--- src/rtl/memory_bank_controller_if.sv ---
// Bundle of the host-load, compute-read and memory-bank signals around memory_bank_controller.
// master = host/compute/bank side, slave = the controller.
interface memory_bank_controller_if #(
    parameter int DEPTH = 4,
    parameter int WIDTH = 64,
    parameter int BANKS = 4
);
    localparam int LB = $clog2(BANKS);
    localparam int NW = WIDTH / BANKS;

    logic                  load_start;
    logic [DEPTH+LB-1:0]   load_base;
    logic [DEPTH+LB:0]     load_len;
    logic                  load_valid;
    logic [NW-1:0]         load_data;
    logic                  load_ready;
    logic                  load_busy;
    logic                  load_done;
    logic                  rd_req;
    logic [DEPTH-1:0]      rd_addr;
    logic                  rd_grant;
    logic                  rd_valid;
    logic [WIDTH-1:0]      rd_data;
    logic                  mem_write_enable;
    logic [DEPTH+LB-1:0]   mem_write_addr;
    logic [NW-1:0]         mem_data_in;
    logic [DEPTH-1:0]      mem_read_addr;
    logic [WIDTH-1:0]      mem_data_out;

    modport master (
        output load_start, load_base, load_len, load_valid, load_data,
               rd_req, rd_addr, mem_data_out,
        input  load_ready, load_busy, load_done, rd_grant, rd_valid, rd_data,
               mem_write_enable, mem_write_addr, mem_data_in, mem_read_addr
    );

    modport slave (
        input  load_start, load_base, load_len, load_valid, load_data,
               rd_req, rd_addr, mem_data_out,
        output load_ready, load_busy, load_done, rd_grant, rd_valid, rd_data,
               mem_write_enable, mem_write_addr, mem_data_in, mem_read_addr
    );
endinterface

--- src/rtl/memory_bank_controller.sv ---
// Banked-memory sequencer: streams narrow host words into a row-aligned region, gates full-row reads.
// Optional macro READ_DURING_LOAD_EN: rows completed by the active load become readable mid-load.
//
// state  | meaning
// S_IDLE | no load active; reads always granted
// S_LOAD | accepting narrow words; reads gated
module memory_bank_controller #(
    parameter int DEPTH        = 4,
    parameter int WIDTH        = 64,
    parameter int BANKS        = 4,
    parameter int READ_LATENCY = 1
) (
    input  logic                    clk,
    input  logic                    rst,
    memory_bank_controller_if.slave bus
);
    localparam int LB = $clog2(BANKS);
    localparam int AW = DEPTH + LB;
    localparam int LW = AW + 1;

    typedef enum logic {S_IDLE, S_LOAD} state_t;

    state_t                  r_state, w_state_nxt;
    logic [AW-1:0]           r_ptr;
    logic [LW-1:0]           r_remaining;
    logic                    r_done;
    logic [READ_LATENCY-1:0] r_vpipe;

    logic w_accept, w_start, w_done_nxt, w_last, w_allow, w_grant;
    logic w_unused_base;

    always_comb begin
        w_state_nxt = r_state;
        w_start     = 1'b0;
        w_done_nxt  = 1'b0;
        w_last      = (r_remaining == LW'(1));
        w_accept    = (r_state == S_LOAD) && bus.load_valid;
        case (r_state)
            S_IDLE: begin
                if (bus.load_start) begin
                    if (bus.load_len != '0) begin
                        w_start     = 1'b1;
                        w_state_nxt = S_LOAD;
                    end else begin
                        w_done_nxt = 1'b1;
                    end
                end
            end
            S_LOAD: begin
                if (w_accept && w_last) begin
                    w_state_nxt = S_IDLE;
                    w_done_nxt  = 1'b1;
                end
            end
            default: w_state_nxt = S_IDLE;
        endcase
    end

    always_ff @(posedge clk) begin
        if (rst) begin
            r_state     <= S_IDLE;
            r_ptr       <= '0;
            r_remaining <= '0;
            r_done      <= 1'b0;
            r_vpipe     <= '0;
        end else begin
            r_state    <= w_state_nxt;
            r_done     <= w_done_nxt;
            r_vpipe[0] <= w_grant;
            for (int i = 1; i < READ_LATENCY; i++) r_vpipe[i] <= r_vpipe[i-1];
            if (w_start) begin
                r_ptr       <= {bus.load_base[AW-1:LB], {LB{1'b0}}};
                r_remaining <= bus.load_len;
            end else if (w_accept) begin
                r_ptr       <= r_ptr + AW'(1);
                r_remaining <= r_remaining - LW'(1);
            end
        end
    end

`ifdef READ_DURING_LOAD_EN
    logic [DEPTH-1:0] r_base_row;
    logic [DEPTH-1:0] w_row_off;
    logic [DEPTH:0]   r_rows_done;

    // A row counts as done when its last bank lane is accepted.
    always_ff @(posedge clk) begin
        if (rst) begin
            r_base_row  <= '0;
            r_rows_done <= '0;
        end else if (w_start) begin
            r_base_row  <= bus.load_base[AW-1:LB];
            r_rows_done <= '0;
        end else if (w_accept && (r_ptr[LB-1:0] == LB'(BANKS-1))) begin
            r_rows_done <= r_rows_done + (DEPTH+1)'(1);
        end
    end

    // Offset from the load's base row, modulo the row count, so wrapped loads gate correctly.
    assign w_row_off = bus.rd_addr - r_base_row;
    assign w_allow   = (r_state == S_IDLE) || ({1'b0, w_row_off} < r_rows_done);
`else
    assign w_allow   = (r_state == S_IDLE);
`endif

    assign w_grant       = bus.rd_req && w_allow;
    assign w_unused_base = &{1'b0, bus.load_base[LB-1:0]};

    assign bus.load_ready       = (r_state == S_LOAD);
    assign bus.load_busy        = (r_state == S_LOAD);
    assign bus.load_done        = r_done;
    assign bus.rd_grant         = w_grant;
    assign bus.rd_valid         = r_vpipe[READ_LATENCY-1];
    assign bus.rd_data          = bus.mem_data_out;
    assign bus.mem_write_enable = w_accept;
    assign bus.mem_write_addr   = r_ptr;
    assign bus.mem_data_in      = bus.load_data;
    assign bus.mem_read_addr    = bus.rd_addr;
endmodule

--- src/flat_wrapper.sv ---
// flat-port wrapper written by rule: the top's interface ports become plain ports
module memory_bank_controller_flat 
#(
    parameter int DEPTH        = 4,
    parameter int WIDTH        = 64,
    parameter int BANKS        = 4,
    parameter int READ_LATENCY = 1
)
  (clk, rst, bus_load_start, bus_load_base, bus_load_len, bus_load_valid, bus_load_data, bus_rd_req, bus_rd_addr, bus_mem_data_out, bus_load_ready, bus_load_busy, bus_load_done, bus_rd_grant, bus_rd_valid, bus_rd_data, bus_mem_write_enable, bus_mem_write_addr, bus_mem_data_in, bus_mem_read_addr);
  memory_bank_controller_if #(.DEPTH(DEPTH), .WIDTH(WIDTH), .BANKS(BANKS)) bus_i ();
  input  logic clk;
  input  logic rst;
  input wire logic [$bits(bus_i.load_start)-1:0] bus_load_start;
  input wire logic [$bits(bus_i.load_base)-1:0] bus_load_base;
  input wire logic [$bits(bus_i.load_len)-1:0] bus_load_len;
  input wire logic [$bits(bus_i.load_valid)-1:0] bus_load_valid;
  input wire logic [$bits(bus_i.load_data)-1:0] bus_load_data;
  input wire logic [$bits(bus_i.rd_req)-1:0] bus_rd_req;
  input wire logic [$bits(bus_i.rd_addr)-1:0] bus_rd_addr;
  input wire logic [$bits(bus_i.mem_data_out)-1:0] bus_mem_data_out;
  output wire logic [$bits(bus_i.load_ready)-1:0] bus_load_ready;
  output wire logic [$bits(bus_i.load_busy)-1:0] bus_load_busy;
  output wire logic [$bits(bus_i.load_done)-1:0] bus_load_done;
  output wire logic [$bits(bus_i.rd_grant)-1:0] bus_rd_grant;
  output wire logic [$bits(bus_i.rd_valid)-1:0] bus_rd_valid;
  output wire logic [$bits(bus_i.rd_data)-1:0] bus_rd_data;
  output wire logic [$bits(bus_i.mem_write_enable)-1:0] bus_mem_write_enable;
  output wire logic [$bits(bus_i.mem_write_addr)-1:0] bus_mem_write_addr;
  output wire logic [$bits(bus_i.mem_data_in)-1:0] bus_mem_data_in;
  output wire logic [$bits(bus_i.mem_read_addr)-1:0] bus_mem_read_addr;
  assign bus_i.load_start = bus_load_start;
  assign bus_i.load_base = bus_load_base;
  assign bus_i.load_len = bus_load_len;
  assign bus_i.load_valid = bus_load_valid;
  assign bus_i.load_data = bus_load_data;
  assign bus_i.rd_req = bus_rd_req;
  assign bus_i.rd_addr = bus_rd_addr;
  assign bus_i.mem_data_out = bus_mem_data_out;
  assign bus_load_ready = bus_i.load_ready;
  assign bus_load_busy = bus_i.load_busy;
  assign bus_load_done = bus_i.load_done;
  assign bus_rd_grant = bus_i.rd_grant;
  assign bus_rd_valid = bus_i.rd_valid;
  assign bus_rd_data = bus_i.rd_data;
  assign bus_mem_write_enable = bus_i.mem_write_enable;
  assign bus_mem_write_addr = bus_i.mem_write_addr;
  assign bus_mem_data_in = bus_i.mem_data_in;
  assign bus_mem_read_addr = bus_i.mem_read_addr;
  memory_bank_controller #(.DEPTH(DEPTH), .WIDTH(WIDTH), .BANKS(BANKS), .READ_LATENCY(READ_LATENCY)) u_core (.clk(clk), .rst(rst), .bus(bus_i));
endmodule
--- config.mk ---
export PLATFORM = sky130hd
export DESIGN_NAME = memory_bank_controller_flat
export DESIGN_NICKNAME = d
export VERILOG_FILES = /design/src/rtl/memory_bank_controller_if.sv /design/src/rtl/memory_bank_controller.sv /design/src/flat_wrapper.sv
export SDC_FILE = /design/constraint.sdc
export NUM_CORES = 1
export LEC_CHECK = 0
export CAP_MARGIN = 20
export CORE_MARGIN = 1.5
export CORE_UTILIZATION = 25
export DETAILED_ROUTE_END_ITERATION = 10
export HOLD_SLACK_MARGIN = 0.08
export PLACE_DENSITY = 0.82
export SLEW_MARGIN = 20
export SYNTH_ARGS = -nofsm -noshare
export SYNTH_HDL_FRONTEND = slang
export SYNTH_SLANG_ARGS = --single-unit
--- constraint.sdc ---
create_clock -name clk -period 2.17 [get_ports clk]
set_input_delay 0.434 -clock clk [delete_from_list [all_inputs] [get_ports clk]]
set_output_delay 0.434 -clock clk [all_outputs]
set_load 0.05 [all_outputs]
==> flow_metrics.tcl, run 1 <==
set metrics [dict create \
    h-tree-depth 1 \
    core_um2 5574 \
    drt_iter0_drc 23 \
    cts_sinks 16 \
    tightest_slew_ns 0.6332 \
    cellPowerDensity_nw_per_um2 639.8 \
    ctsResizeCount 0 \
    antenna_found_initial 0 \
    final_common_cell "clkdlybuf4s50_1" \
    critPathArrivalTime_ns 2.23 \
    num_rows 27 \
    cts_tree "done" \
    grt_max_degree 17 \
    hold_path.class "reg2reg" \
    synth_area_um2 1464 \
    finalHoldViolCount 0 \
    io_pins 198 \
    wl_per_cell_um 14.24 \
    slew_headroom_pct 57.40 \
    vias 947 \
    firstDrtPassIters 4 \
    cts-root-buf "clkbuf_8" \
    clk_pin_slew_ns 0.07 \
    crit_path_max_fanout 4 \
    die_y_um 79.52 \
    grt_pass1_wl_um 4284 \
    slew_violations 0 \
    synth_edf_count 0 \
    ys_ff_latch 16 \
    p_leak_nw 0.4711 \
    wl_um 2833 \
    syn_nets 282 \
    die_area_um2 6323 \
    gp_congestion 0.8465 \
    drc 0 \
    syn_to_final_growth_pct -10.51 \
    clk_latency_ns 0.25 \
    netlist_instances 177 \
    synth-seq-area-share_pct 21.88 \
    cts_buffers 3 \
    drive_above_1_share_pct 13.39 \
    synthFlopType "dfxtp_1" \
    finalClockSkew_ns 0.001481 \
    holdBufCountCts 0 \
    finalSetupViolations 0 \
    initial_utilization_pct 26.26 \
    start_kind "input port" \
    critPathCaptureType "flop" \
    status "completed" \
    clockBufferDepth 2 \
    ys_warn_count 0 \
    regArea_um2 320.3 \
    antennaDiodeCount 0 \
    rsz0062_at_grt "false" \
    setup-tns-final_ns 0 \
    required_ns 2.34 \
    yosysUniqueCellTypes 32 \
    holdWs_ns 0.4795 \
    die_w_um 79.52 \
    avgSynthCellArea_um2 8.271 \
    multiInputGateArea_um2 466.7 \
    layout.nets 233 \
    mostFrequentLayoutCells "clkdlybuf4s50_1, dfxtp_1, a21oi_1" \
    gr-total-overflow 0 \
    period_share_pct 94.95 \
    fin_util_pct 23.50 \
    grt_pass1_vias 873 \
    grtUsageTotal_pct 9.100 \
    dpl.hpwl_um 2155 \
    path_class "in2reg" \
    io_buffers 27 \
    viasPerCell 4.759 \
    postSynth.asyncResetShare_pct 0 \
    cts_setup_buffers 0 \
    period_minus_slack_ns 2.060 \
    drv_cap 0 \
    fillerInstances 640 \
    vdd_drop_max_mv 0.1951 \
    antenna_left 0 \
    timing.fmax_mhz 485.4 \
]
metrics by stage:
step / cell area [um2] / power [mW] / setup slack, ns / instances
after floorplan: 1464 / 0.8889 / 0.2188 / 177
after global placement: 1255 / 0.5693 / -0.1330 / 195
after detailed placement: 1255 / 0.5742 / -0.1795 / 195
after CTS: 1310 / 0.8572 / 0.09442 / 199
after global routing: 1310 / 0.8858 / 0.06368 / 199
final: 1310 / 0.8382 / 0.1096 / 199
metal layers:
layer | up-vias | global-route usage (%) | wire [um]
met5 | - | 0 | 0
li1 | 421 | - | -
met4 | 0 | 9.474 | 200
met2 | 59 | 13.05 | 1234
met3 | 28 | 4.571 | 334
met1 | 439 | 9.159 | 1063
state kept, by name, summed over array words and instances, names as in the netlist:
signal                     flops
u_core.bus.mem_write_addr      6
u_core.bus.load_done           1
u_core.bus.load_busy           1
u_core.r_remaining             7
u_core.bus.rd_valid            1
report_power, final:
| group | internal (mW) | switching (mW) | leakage [nW] | total (mW) |
|---|---|---|---|---|
| registers | 0.315 | 0.0213 | 0.132 | 0.336 |
| clock network | 0.161 | 0.110 | 0.0288 | 0.271 |
| logic | 0.107 | 0.124 | 0.311 | 0.231 |
kinds of logic after synthesis:
| family | Yosys count | share of synthesized area [%] |
|---|---|---|
| AND/OR/NAND/NOR | 36 | 13.59 |
| buffers and inverters | 93 | 46.24 |
| AO/OA/AOI/OAI | 25 | 13.25 |
| XOR/XNOR | 3 | 1.795 |
| adder cells (fa/ha/maj) | 3 | 2.564 |
| flip-flops | 16 | 21.88 |
| multiplexers | 1 | 0.6838 |
worst max-delay path, cell delays in order:
cell and delay, ns:
clkdlybuf4s50_1 0.44, or4_4 0.58, o41a_2 0.45, buf_4 0.16, nor3_1 0.17
layout make-up:
type | instances | share of cell area (%)
Tap cell | 72 | 6.877
Inverter | 4 | 1.146
Timing Repair Buffer | 35 | 27.70
Multi-Input combinational cell | 68 | 35.63
Sequential cell | 16 | 24.45
Clock buffer | 4 | 4.202
worst paths after layout:
kind	to	slack (ns)	cells past startpoint	from
worst max-delay path	u_core.bus.mem_write_addr[1]	0.11	5	bus_load_len[2]
worst min register to register	u_core.r_remaining[5]	0.48	2	u_core.r_remaining[5]
worst max register to register	u_core.r_remaining[6]	0.63	4	u_core.r_remaining[2]
worst min-delay path	u_core.r_remaining[5]	0.48	2	u_core.r_remaining[5]
Yosys cell counts, types with 2 or more instances:
master	instances	area share (%)
a32oi_1	2	1.2
buf_4	85	44
nor2_1	5	1.3
a21oi_1	12	4.1
nand3_1	9	3.1
nor2b_1	3	1.3
nor3_1	4	1.4
dfxtp_1	16	22
a2bb2oi_1	4	2.4
nor4_1	2	0.85
xor2_1	2	1.2
nand4_1	3	1.3
clkbuf_1	2	0.51
nand2_1	4	1.0
ha_1	3	2.6
inv_1	4	1.0
a211oi_1	2	1.0
Note: power is estimated with default switching activity, not from simulation.
==> run 2: changes to the inputs <==
--- a/config.mk
+++ b/config.mk
@@ -8,6 +8,7 @@
 export CAP_MARGIN = 20
 export CORE_MARGIN = 1.5
 export CORE_UTILIZATION = 25
+export CTS_BUF_LIST = sky130_fd_sc_hd__clkbuf_8
 export DETAILED_ROUTE_END_ITERATION = 10
 export HOLD_SLACK_MARGIN = 0.08
 export PLACE_DENSITY = 0.82
==> results of run 2 <==
Same layout as run 1: the final DEF is identical, and so are final timing and power.
